### src/rtl/core_ctrl_pkg.sv
// Shared control constants for the compute core, its sequencer and the host register file.
package core_ctrl_pkg;

  localparam logic [1:0] MODE_SINGLE = 2'd0;
  localparam logic [1:0] MODE_SA3    = 2'd1;
  localparam logic [1:0] MODE_SA2    = 2'd2;
  localparam logic [1:0] MODE_RSVD   = 2'd3;

  typedef enum logic [1:0] {
    ST_IDLE = 2'd0,
    ST_SEND = 2'd1,
    ST_RUN  = 2'd2,
    ST_RESP = 2'd3
  } seq_state_t;

endpackage

### src/rtl/core_sequencer_if.sv
// Host-side request/response channel of the core sequencer.
interface core_sequencer_if #(
  parameter int CNT_W = 16
);

  logic             req_valid;
  logic             req_ready;
  logic [1:0]       req_mode;
  logic             rsp_valid;
  logic             rsp_ready;
  logic [7:0]       rsp_c11;
  logic [7:0]       rsp_c12;
  logic [7:0]       rsp_c21;
  logic [7:0]       rsp_c22;
  logic             rsp_err;
  logic [CNT_W-1:0] rsp_cycles;

  modport master (
    output req_valid, req_mode, rsp_ready,
    input  req_ready, rsp_valid, rsp_c11, rsp_c12, rsp_c21, rsp_c22, rsp_err, rsp_cycles
  );

  modport slave (
    input  req_valid, req_mode, rsp_ready,
    output req_ready, rsp_valid, rsp_c11, rsp_c12, rsp_c21, rsp_c22, rsp_err, rsp_cycles
  );

endinterface

### src/rtl/core_sequencer.sv
// Sequences one convolution: send phase, then the selected engine, then holds the result
// with status and a saturating SEND+RUN cycle count until the host takes it.
module core_sequencer
  import core_ctrl_pkg::*;
#(
  parameter int TIMEOUT = 1023,
  parameter int CNT_W   = 16
) (
  input  logic             clk,
  input  logic             rst,
  core_sequencer_if.slave  host,
  output logic             active_send,
  output logic             active_single,
  output logic             active_sa3,
  output logic             active_sa2,
  input  logic             done_send,
  input  logic             done_single,
  input  logic             done_sa3,
  input  logic             done_sa2,
  input  logic [7:0]       c11,
  input  logic [7:0]       c12,
  input  logic [7:0]       c21,
  input  logic [7:0]       c22
);

  localparam logic [CNT_W-1:0] TIMEOUT_CNT = CNT_W'(TIMEOUT);
  localparam logic [CNT_W-1:0] CNT_MAX     = '1;

  seq_state_t       state_reg, state_next;
  logic [1:0]       mode_reg, mode_next;
  logic [CNT_W-1:0] cnt_reg, cnt_next, cnt_inc;
  logic [3:0][7:0]  rsp_c_reg, rsp_c_next;
  logic             err_reg, err_next;
  logic [CNT_W-1:0] cycles_reg, cycles_next;
  logic             engine_done;

  always_ff @(posedge clk or posedge rst) begin
    if (rst) begin
      state_reg  <= ST_IDLE;
      mode_reg   <= MODE_SINGLE;
      cnt_reg    <= '0;
      rsp_c_reg  <= '0;
      err_reg    <= 1'b0;
      cycles_reg <= '0;
    end else begin
      state_reg  <= state_next;
      mode_reg   <= mode_next;
      cnt_reg    <= cnt_next;
      rsp_c_reg  <= rsp_c_next;
      err_reg    <= err_next;
      cycles_reg <= cycles_next;
    end
  end

  assign cnt_inc = (cnt_reg == CNT_MAX) ? cnt_reg : cnt_reg + CNT_W'(1);

  // Only the done of the latched engine counts; the others are noise in RUN.
  always_comb begin
    engine_done = 1'b0;
    case (mode_reg)
      MODE_SINGLE: engine_done = done_single;
      MODE_SA3:    engine_done = done_sa3;
      MODE_SA2:    engine_done = done_sa2;
      default:     engine_done = 1'b0;
    endcase
  end

  always_comb begin
    state_next  = state_reg;
    mode_next   = mode_reg;
    cnt_next    = cnt_reg;
    rsp_c_next  = rsp_c_reg;
    err_next    = err_reg;
    cycles_next = cycles_reg;
    case (state_reg)
      ST_IDLE: begin
        if (host.req_valid) begin
          mode_next = host.req_mode;
          cnt_next  = '0;
          if (host.req_mode == MODE_RSVD) begin
            state_next  = ST_RESP;
            rsp_c_next  = '0;
            err_next    = 1'b1;
            cycles_next = '0;
          end else begin
            state_next = ST_SEND;
          end
        end
      end
      ST_SEND, ST_RUN: begin
        cnt_next = cnt_inc;
        // A done in the same cycle as the timeout takes priority.
        if (state_reg == ST_SEND && done_send) begin
          state_next = ST_RUN;
        end else if (state_reg == ST_RUN && engine_done) begin
          state_next  = ST_RESP;
          rsp_c_next  = {c22, c21, c12, c11};
          err_next    = 1'b0;
          cycles_next = cnt_reg;
        end else if (cnt_reg >= TIMEOUT_CNT) begin
          state_next  = ST_RESP;
          rsp_c_next  = '0;
          err_next    = 1'b1;
          cycles_next = TIMEOUT_CNT;
        end
      end
      ST_RESP: begin
        if (host.rsp_ready) state_next = ST_IDLE;
      end
      default: state_next = ST_IDLE;
    endcase
  end

  // Strobes depend on registers only, so they carry no input-to-output path.
  assign active_send   = (state_reg == ST_SEND);
  assign active_single = (state_reg == ST_RUN) && (mode_reg == MODE_SINGLE);
  assign active_sa3    = (state_reg == ST_RUN) && (mode_reg == MODE_SA3);
  assign active_sa2    = (state_reg == ST_RUN) && (mode_reg == MODE_SA2);

  assign host.req_ready  = (state_reg == ST_IDLE);
  assign host.rsp_valid  = (state_reg == ST_RESP);
  assign host.rsp_c11    = rsp_c_reg[0];
  assign host.rsp_c12    = rsp_c_reg[1];
  assign host.rsp_c21    = rsp_c_reg[2];
  assign host.rsp_c22    = rsp_c_reg[3];
  assign host.rsp_err    = err_reg;
  assign host.rsp_cycles = cycles_reg;

endmodule

### src/flat_wrapper.sv
// flat-port wrapper written by rule: the top's interface ports become plain ports
module core_sequencer_flat import core_ctrl_pkg::*;
#(
  parameter int TIMEOUT = 1023,
  parameter int CNT_W   = 16
)
  (clk, rst, active_send, active_single, active_sa3, active_sa2, done_send, done_single, done_sa3, done_sa2, c11, c12, c21, c22, host_req_valid, host_req_mode, host_rsp_ready, host_req_ready, host_rsp_valid, host_rsp_c11, host_rsp_c12, host_rsp_c21, host_rsp_c22, host_rsp_err, host_rsp_cycles);
  core_sequencer_if #(.CNT_W(CNT_W)) host_i ();
  input  logic clk;
  input  logic rst;
  output logic active_send;
  output logic active_single;
  output logic active_sa3;
  output logic active_sa2;
  input  logic done_send;
  input  logic done_single;
  input  logic done_sa3;
  input  logic done_sa2;
  input  logic [7:0] c11;
  input  logic [7:0] c12;
  input  logic [7:0] c21;
  input  logic [7:0] c22;
  input wire logic [$bits(host_i.req_valid)-1:0] host_req_valid;
  input wire logic [$bits(host_i.req_mode)-1:0] host_req_mode;
  input wire logic [$bits(host_i.rsp_ready)-1:0] host_rsp_ready;
  output wire logic [$bits(host_i.req_ready)-1:0] host_req_ready;
  output wire logic [$bits(host_i.rsp_valid)-1:0] host_rsp_valid;
  output wire logic [$bits(host_i.rsp_c11)-1:0] host_rsp_c11;
  output wire logic [$bits(host_i.rsp_c12)-1:0] host_rsp_c12;
  output wire logic [$bits(host_i.rsp_c21)-1:0] host_rsp_c21;
  output wire logic [$bits(host_i.rsp_c22)-1:0] host_rsp_c22;
  output wire logic [$bits(host_i.rsp_err)-1:0] host_rsp_err;
  output wire logic [$bits(host_i.rsp_cycles)-1:0] host_rsp_cycles;
  assign host_i.req_valid = host_req_valid;
  assign host_i.req_mode = host_req_mode;
  assign host_i.rsp_ready = host_rsp_ready;
  assign host_req_ready = host_i.req_ready;
  assign host_rsp_valid = host_i.rsp_valid;
  assign host_rsp_c11 = host_i.rsp_c11;
  assign host_rsp_c12 = host_i.rsp_c12;
  assign host_rsp_c21 = host_i.rsp_c21;
  assign host_rsp_c22 = host_i.rsp_c22;
  assign host_rsp_err = host_i.rsp_err;
  assign host_rsp_cycles = host_i.rsp_cycles;
  core_sequencer #(.TIMEOUT(TIMEOUT), .CNT_W(CNT_W)) u_core (.clk(clk), .rst(rst), .host(host_i), .active_send(active_send), .active_single(active_single), .active_sa3(active_sa3), .active_sa2(active_sa2), .done_send(done_send), .done_single(done_single), .done_sa3(done_sa3), .done_sa2(done_sa2), .c11(c11), .c12(c12), .c21(c21), .c22(c22));
endmodule
### config.mk
export PLATFORM = sky130hd
export DESIGN_NAME = core_sequencer_flat
export DESIGN_NICKNAME = d
export VERILOG_FILES = /design/src/rtl/core_ctrl_pkg.sv /design/src/rtl/core_sequencer_if.sv /design/src/rtl/core_sequencer.sv /design/src/flat_wrapper.sv
export SDC_FILE = /design/constraint.sdc
export NUM_CORES = 1
export LEC_CHECK = 0
export CORE_MARGIN = 5
export CORE_UTILIZATION = 48
export CTS_BUF_LIST = sky130_fd_sc_hd__clkbuf_8
export DETAILED_ROUTE_END_ITERATION = 10
export PLACE_DENSITY_LB_ADDON = 0.12
export SLEW_MARGIN = 10
export SYNTH_ARGS = -nofsm -noshare
export SYNTH_HDL_FRONTEND = slang
export SYNTH_SLANG_ARGS = --single-unit
### constraint.sdc
create_clock -name clk -period 2.6 [get_ports clk]
set_clock_uncertainty 0.1 [all_clocks]
set_input_delay 0.39 -clock clk [delete_from_list [all_inputs] [get_ports clk]]
set_output_delay 0.39 -clock clk [all_outputs]
set_load 0.02 [all_outputs]
# After elaboration in Yosys (flattened, before gate mapping)
# Index checks and enable logic that the tools add are counted.
dict set report word_totals {
  ram_bits 0
  register_bits 69
  mem_bits_ro 0
  input_bits 42
  output_inout_bits 55
  memories 0
  latchBits 0
}
dict set report classes {
  n_reduce_logical 13
  shift 0
  n_eq_ne 14
  n_bitwise 0
  muxes 29
  n_lt_le_gt_ge 1
  n_addsub 1
  n_mul 0
  n_div 0
}
# operator n
set op_table {}
lappend op_table {{32-bit two-way mux} 5}
lappend op_table {{16-bit two-way mux} 7}
lappend op_table {{16-bit case mux with 2 select lines} 2}
lappend op_table {{32-bit case mux with 2 select lines} 1}
lappend op_table {{16-bit by 1-bit adder with 16-bit output (second input constant)} 1}
lappend op_table {{16-bit == test (second input constant)} 1}
lappend op_table {{16-bit by 10-bit >= comparator with 1-bit output (second input constant)} 1}
lappend op_table {{2-bit two-way mux} 6}
lappend op_table {{2-bit == test (second input constant)} 4}
lappend op_table {{2-bit inequality test (second input constant)} 4}
lappend op_table {{2-bit case mux with 3 select lines} 1}
lappend op_table {{3-bit AND reduction} 2}
lappend op_table {{1-bit logical AND} 5}
lappend op_table {{1-bit two-way mux} 5}
lappend op_table {{5-bit AND reduction} 1}
lappend op_table {{2-bit by 1-bit == test with 1-bit output (second input constant)} 2}
lappend op_table {{2-bit zero test} 2}
lappend op_table {{4-bit by 1-bit inequality test with 1-bit output (second input constant)} 1}
lappend op_table {{3-bit by 1-bit inequality test with 1-bit output (second input constant)} 1}
lappend op_table {{1-bit case mux with 3 select lines} 1}
lappend op_table {{2-bit by 1-bit inequality test with 1-bit output (second input constant)} 1}
lappend op_table {{1-bit case mux with 2 select lines} 1}
lappend op_table {{2-bit AND reduction} 1}
lappend op_table {{2-bit nonzero test} 1}
lappend op_table {{2-bit OR reduction} 1}

# Logic depth before layout (Yosys ltp)
# Gate-level depths: netlist (run 1).
dict set report logic_depth {
  word_depth 6
  mapped_depth 9
}

# Least setup slack after synthesis (run 1)
# OpenSTA, ideal clock, no wires.
dict set report synth_path {
  path_kind {register to register}
  from {reg u_core.state_reg[0]}
  to {reg u_core.cnt_reg[15]}
  path_buffers 0
  path_stages_with_launch 8
  path_slack_ps 228
  arrival_time_ps 2137
  period_less_slack_ps 2372
  setup_ps 135
  path_cell_list {dfrtp_1 -> inv_1 -> ha_1 -> mux2i_1 -> or4_4 -> nor4_1 -> xnor2_1 -> nor2_1}
}
dict set report synth_between {
  word_cells_on_any_way 9
  classes_between {4 x eq/ne; 1 x mux; 4 x reduce/logical}
}
# item line
set synth_lines {}
lappend synth_lines {{start, declared} core_sequencer.sv:29} ;# seq_state_t state_reg, state_next;
lappend synth_lines {{start signal, assigned} core_sequencer.sv:46} ;# state_reg <= state_next;
lappend synth_lines {{2-bit zero test (*)} --}
lappend synth_lines {{net host_req_ready} flat_wrapper.sv:26} ;# output wire logic [$bits(host_i.req_ready)-1:0] host_req_ready;
lappend synth_lines {{2-bit inequality test (no source line) / 2-bit nonzero test (equally long branches)} --}
lappend synth_lines {{3-bit AND reduction (no source line)} --}
lappend synth_lines {{end signal, assigned} core_sequencer.sv:48} ;# cnt_reg <= cnt_next;
lappend synth_lines {{end, declared} core_sequencer.sv:31} ;# logic [CNT_W-1:0] cnt_reg, cnt_next, cnt_inc;
# Mark *: on every way through the listed nets, which the timed path passes. The rest lies on a longest branch.
# A chain may end at the register's enable or synchronous reset.

# Worst setup path in the final report (run 1)
dict set report layout_path {
  from {reg u_core.state_reg[0]}
  to {out active_single}
}
dict set report layout_between {
  elab_chain_len 2
}
# item line
set layout_lines {}
lappend layout_lines {{2-bit == test} core_sequencer.sv:116} ;# assign active_single = (state_reg == ST_RUN) && (mode_reg == MODE_SINGLE);
lappend layout_lines {{1-bit logical AND} core_sequencer.sv:116}
lappend layout_lines {{end, declared} flat_wrapper.sv:12} ;# output logic active_single;
# Every way passes these cells.

==> results of run 1 <==
-- through the flow --
stage                     power (mW)  hold slack (ns)
after floorplan                 3.09            0.392
after global routing            5.36            0.369
after CTS                       5.09            0.326
final                           5.07            0.311
after global placement          4.07            0.374
after detailed placement        4.13            0.381
-- cell families (layout without fill, tap and decap cells) --
| group | after synthesis | count (layout) | synth area share (%) |
|---|---|---|---|
| simple gates | 67 | 67 | 11.5 |
| xor+xnor | 7 | 7 | 2.00 |
| fa+ha+maj | 6 | 6 | 2.45 |
| buf+inv | 24 | 131 | 3.34 |
| mux | 8 | 8 | 2.77 |
| compound gates | 84 | 84 | 21.7 |
| flops | 69 | 69 | 56.3 |
-- cell type report --
class                      count  share of cell area [%]
sequential                    69                    39.3
multi-input combinational    172                    28.3
timing repair buffer         106                    24.6
clock buffer                   9                    2.82
tap                           77                    2.19
clock inverter                 7                    2.08
inverter                       9                   0.768
-- worst max-delay path, cell delays in order (launching register included) --
cell	delay (ns)
dfrtp_1	0.41
inv_1	0.14
ha_1	0.22
inv_1	0.11
nor3_1	0.14
clkdlybuf4s50_1	0.63
-- layout by cell type, fill, tap and decap left out, types with 3 or more instances in the layout --
cell	netlist	layout
o21ai_0	10	10
nor3_1	4	4
buf_12	0	3
nand4_1	4	4
nor2_1	10	10
mux2_2	4	4
a21oi_1	3	3
mux2i_1	4	4
nand3_1	8	8
o21a_1	10	10
clkbuf_8	0	9
nand2_1	19	19
inv_1	9	9
a211oi_1	3	3
a22o_1	49	49
or2_2	4	4
dfrtp_1	69	69
nor4_1	3	3
xnor2_1	5	5
clkdlybuf4s50_1	0	94
ha_1	6	6
buf_4	1	6
or3_1	3	3
-- what timing repair did --
item | in CTS | in global routing
hold endpoints to repair | 0 | 0
resized for setup | 0 | 3
setup endpoints to repair | 0 | 8
-- path summary, 6_finish.rpt --
kind | start | end | slack (ns)
setup / recovery | u_core.state_reg[0]$_DFFE_PP0P_ | active_single | 0.12
hold / removal | rst | u_core.host.rsp_c11[2]$_DFFE_PP0P_ | 0.31
setup reg to reg | u_core.state_reg[0]$_DFFE_PP0P_ | u_core.host.rsp_c22[0]$_DFFE_PP0P_ | 0.16
hold reg to reg | u_core.host.rsp_c11[6]$_DFFE_PP0P_ | u_core.host.rsp_c11[6]$_DFFE_PP0P_ | 0.40
max in group asynchronous | rst | u_core.host.rsp_c21[1]$_DFFE_PP0P_ | 1.48
min in group clk | u_core.host.rsp_c11[6]$_DFFE_PP0P_ | u_core.host.rsp_c11[6]$_DFFE_PP0P_ | 0.40
-- report_power, final --
group	leakage (nW)	switching, mW	internal, mW
Sequential	0.927	0.216	1.37
Combinational	0.926	1.34	1.20
Clock	0.114	0.409	0.536
Total	1.97	1.96	3.11
-- layer usage --
metal  track usage (%)  up-vias  share of wire, %
li1                  -     1189                 -
met1              27.0     1263                44
met2              34.1       88                50
met3              3.59       12               5.0
met4              6.82        0               1.4
met5                 0        -                 0
==> qor.yml, run 1 <==
portBuffers: 96
yosys.area.top_type: "dfrtp_1"
rsz0062_at_grt: "false"
drt_wl_total_um: 8040
syn_area_mm2: 0.00307
multi_input_area_mm2: 0.00124
grt_first_pass_wirelength_um: 13600
clock_latency_ns: 0.34
cts_buffers: 9
async_reset_ff_share_pct: 100
syn_nets: 313
synth_area_leaders: "dfrtp_1, a22o_1, ha_1"
layout_setup_ws_ns: 0.116
place_area_mm2: 0.00417
finalHoldViolCount: 0
crit_path_end_kind: "output pin"
crit_path_max_fanout: 4
finalSetupTns_ns: 0
clkSinkCount: 69
num_io_pins: 97
clk_path_buf_depth: 2
worst_r2r_path_depth: 8
worstMarginPinSlew_ns: 0.547
pre_cts_ws_ns: 0.0775
finalWeightedCongestion: 0.870
hold_buffers: 0
ys_types: 42
core_mm2: 0.00628
die_y_um: 90.0
hpwlAfterDp_um: 5640
htree_levels: 3
post_drt_wl_per_cell_um: 17.9
num_rows: 29
final_nets: 415
ys_ff_latch: 69
synth_top_area_share_pct: 56.3
ys_seq_area_share_pct: 56.3
synth_cells: 265
ant_nets: 0
cts_root_buf: "clkbuf_8"
antenna_found_initial: 0
outcome: "completed"
cts_setup_buffers: 0
ir_drop_v: 0.000778
via_per_inst: 5.68
synth.most_common_cell: "dfrtp_1"
power_per_cell_area_mw_per_mm2: 1150
dieWidth_um: 90.0
synth_area_per_cell_um2: 11.6
crit_path_start_kind: "flop"
worstSetupPathType: "flop to output pin"
p_leak_nw: 1.97
grt_overflow: 0
hold_class: "primary input to async pin"
initialDrtViolationCount: 82
placedCellCount: 433
regArea_mm2: 0.00173
ys_dominant_reg_cell: "dfrtp_1"
grt_max_degree: 45
die_area_mm2: 0.00809
cts.clk_slew.worst_paths_ns: 0.08
drv_cap: 0
slew_viol_final: 0
n_antenna_cell: 0
finalSetupViolCount: 0
postLayoutCoreUtil_pct: 70.0
synth_commonest_cells: "dfrtp_1, a22o_1, nand2_1"
final_area_mm2: 0.00440
dr.pass1.iters: 4
cts_tree: "yes"
syn2layout_area_growth_pct: 43.3
routed-via-count: 2552
synth_edf_count: 0
layout-drive-gt1-share_pct: 10.2
ys_warn_count: 0
fmax_mhz: 403
fin_cells: 449
fin_crit_sh_pct: 95.5
fillers: 475
grtUsageTotal_pct: 20.4
cp.arrival_ns: 1.99
initial_utilization_pct: 48.9
worst_ep_required_time_ns: 2.11
first_global_vias: 2617
slew-limit-headroom_pct: 63.5
period_needed_ns: 2.48
drc: 0
Power figures use the tool's default switching activity.
==> inputs of run 2 (changes only) <==
--- a/config.mk
+++ b/config.mk
@@ -10,7 +10,9 @@
 export CTS_BUF_LIST = sky130_fd_sc_hd__clkbuf_8
 export DETAILED_ROUTE_END_ITERATION = 10
 export PLACE_DENSITY_LB_ADDON = 0.12
+export REMOVE_ABC_BUFFERS = 1
 export SLEW_MARGIN = 10
 export SYNTH_ARGS = -nofsm -noshare
 export SYNTH_HDL_FRONTEND = slang
 export SYNTH_SLANG_ARGS = --single-unit
+export TNS_END_PERCENT = 20
==> qor.yml, run 2 (synthesis gave the netlist of run 1 again) <==
clock_latency_ns: 0.33  # about the same
power_per_cell_area_mw_per_mm2: 1150  # -0.20%
cts_setup_buffers: 0  # unchanged
num_io_pins: 97  # unchanged
htree_levels: 3  # unchanged
postLayoutCoreUtil_pct: 69.9  # -0.10 points
outcome: "completed"
fmax_mhz: 408  # +1.4%
cts_resized: 0  # unchanged
final_nets: 415  # unchanged
clkSinkCount: 69  # unchanged
p_leak_nw: 1.95  # -0.80%
period_needed_ns: 2.45  # -0.0350 ns
finalSetupViolCount: 0  # unchanged
grt_max_degree: 70  # +56%
drt_wl_total_um: 7910  # -1.6%
portBuffers: 96  # unchanged
die_area_mm2: 0.00809  # unchanged
cts_root_buf: "clkbuf_8"
ir_drop_v: 0.000798  # +2.6%
ant_nets: 0  # unchanged
dieWidth_um: 90.0  # unchanged
worst_r2r_path_depth: 8  # unchanged
antenna_found_initial: 0  # unchanged
worst_ep_required_time_ns: 2.11  # about the same
reg2reg_from: "u_core.state_reg[1]$_DFFE_PP0P_"
crit_path_start_kind: "flop"
final_cell_mix: "clkdlybuf4s50_1, dfrtp_1, a22o_1"
grt_first_pass_wirelength_um: 13200  # -2.8%
slew-limit-headroom_pct: 65.7  # +2.2 points
fillers: 499  # +5.1%
drc: 0  # unchanged
r2r_slack_ns: 0.21  # +0.05 ns
die_y_um: 90.0  # unchanged
rsz0062_at_grt: "false"
hpwlAfterDp_um: 5490  # -2.7%
n_antenna_cell: 0  # unchanged
cts_tree: "yes"
fin_crit_sh_pct: 94.2  # -1.3 points
whs_ns: 0.362  # +0.0502 ns
clk_path_buf_depth: 2  # unchanged
worstMarginPinSlew_ns: 0.512  # -0.0342 ns
worstSetupPathType: "flop to output pin"
cts.clk_slew.worst_paths_ns: 0.07  # about the same
dr.pass1.iters: 4  # unchanged
routed-via-count: 2519  # -1.3%
initial_utilization_pct: 48.9  # unchanged
core_mm2: 0.00628  # unchanged
first_global_vias: 2553  # -2.4%
grtUsageTotal_pct: 19.9  # -0.58 points
crit_path_end_kind: "output pin"
grt_overflow: 0  # unchanged
cts_buffers: 9  # unchanged
drv_cap: 0  # unchanged
finalSetupTns_ns: 0  # unchanged
finalWeightedCongestion: 0.909  # +4.5%
timing.rr.end: "u_core.host.rsp_c12[3]$_DFFE_PP0P_"
via_per_inst: 5.62  # -1.1%
regArea_mm2: 0.00173  # unchanged
finalHoldViolCount: 0  # unchanged
hold_class: "primary input to async pin"
num_rows: 29  # unchanged
slew_viol_final: 0  # unchanged
layout-drive-gt1-share_pct: 10.2  # +0.028 points
crit_path_max_fanout: 4  # unchanged
post_drt_wl_per_cell_um: 17.7  # -1.4%
initialDrtViolationCount: 117  # +43%
syn2layout_area_growth_pct: 43.0
final_area_mm2: 0.00439  # -0.14%
layout_commonest_cell: "clkdlybuf4s50_1"
cp.arrival_ns: 1.96  # -0.03 ns
hold_buffers: 0  # unchanged
multi_input_area_mm2: 0.00124  # unchanged
place_area_mm2: 0.00417  # unchanged
run 2: cell count changes in the layout (fill, tap and decap cells not counted), sizes merged:
cell      before  now
clkinv         4    2
clkinvlp       0    2
inv           10    9
run 2: per-layer routing:
| layer | part of all wire, % | GRT usage, % |
|---|---|---|
| met1 | 48 | 27.6 |
| met2 | 46 | 30.6 |
| met3 | 5.3 | 4.84 |
| met5 | 0 | 0 |
| met4 | 0.97 | 6.70 |
run 2: worst max-delay path by stage:
stage	startpoint	endpoint
floorplan	u_core.state_reg[0]$_DFFE_PP0P_	u_core.host.rsp_c11[0]$_DFFE_PP0P_
global placement	host_req_valid	u_core.cnt_reg[13]$_DFFE_PP0P_
detailed placement	host_req_valid	u_core.cnt_reg[13]$_DFFE_PP0P_
CTS	u_core.state_reg[0]$_DFFE_PP0P_	active_sa2
global route	u_core.state_reg[0]$_DFFE_PP0P_	active_single
finish	u_core.state_reg[0]$_DFFE_PP0P_	active_single
run 2: critical path: stages, from the launching register on:
cell             delay (ns)
dfrtp_1                0.41
inv_1                  0.13
ha_1                   0.22
inv_1                  0.10
nor3_1                 0.14
clkdlybuf4s50_1        0.62
run 2: through the flow:
step	std cells	worst slack, ns	power [mW]
after global placement	433	0.194	4.07
final	448	0.151	5.05
after global routing	448	0.0450	5.36
after floorplan	250	-0.659	2.99
after CTS	448	0.0678	5.08
after detailed placement	433	0.176	4.13
run 2: layout make-up:
class,instances,share of cell area [%]
clock buffers,9,2.82
clock inverters,6,2.02
inverters,9,0.769
multi-input cells,172,28.3
flip-flops and latches,69,39.3
well taps,77,2.19
repair buffers,106,24.6
run 2: power by group:
group | switching (mW) | internal (mW) | leakage (nW)
Sequential | 0.213 | 1.37 | 0.927
Combinational | 1.33 | 1.19 | 0.923
Clock | 0.408 | 0.534 | 0.101
==> inputs of run 3 (changes only) <==
--- a/config.mk
+++ b/config.mk
@@ -9,6 +9,7 @@
 export CORE_UTILIZATION = 48
 export CTS_BUF_LIST = sky130_fd_sc_hd__clkbuf_8
 export DETAILED_ROUTE_END_ITERATION = 10
+export HOLD_SLACK_MARGIN = 0.03
 export PLACE_DENSITY_LB_ADDON = 0.12
 export REMOVE_ABC_BUFFERS = 1
 export SLEW_MARGIN = 10
==> results of run 3 <==
The final DEF is identical to that of run 2; final timing and power are the same.
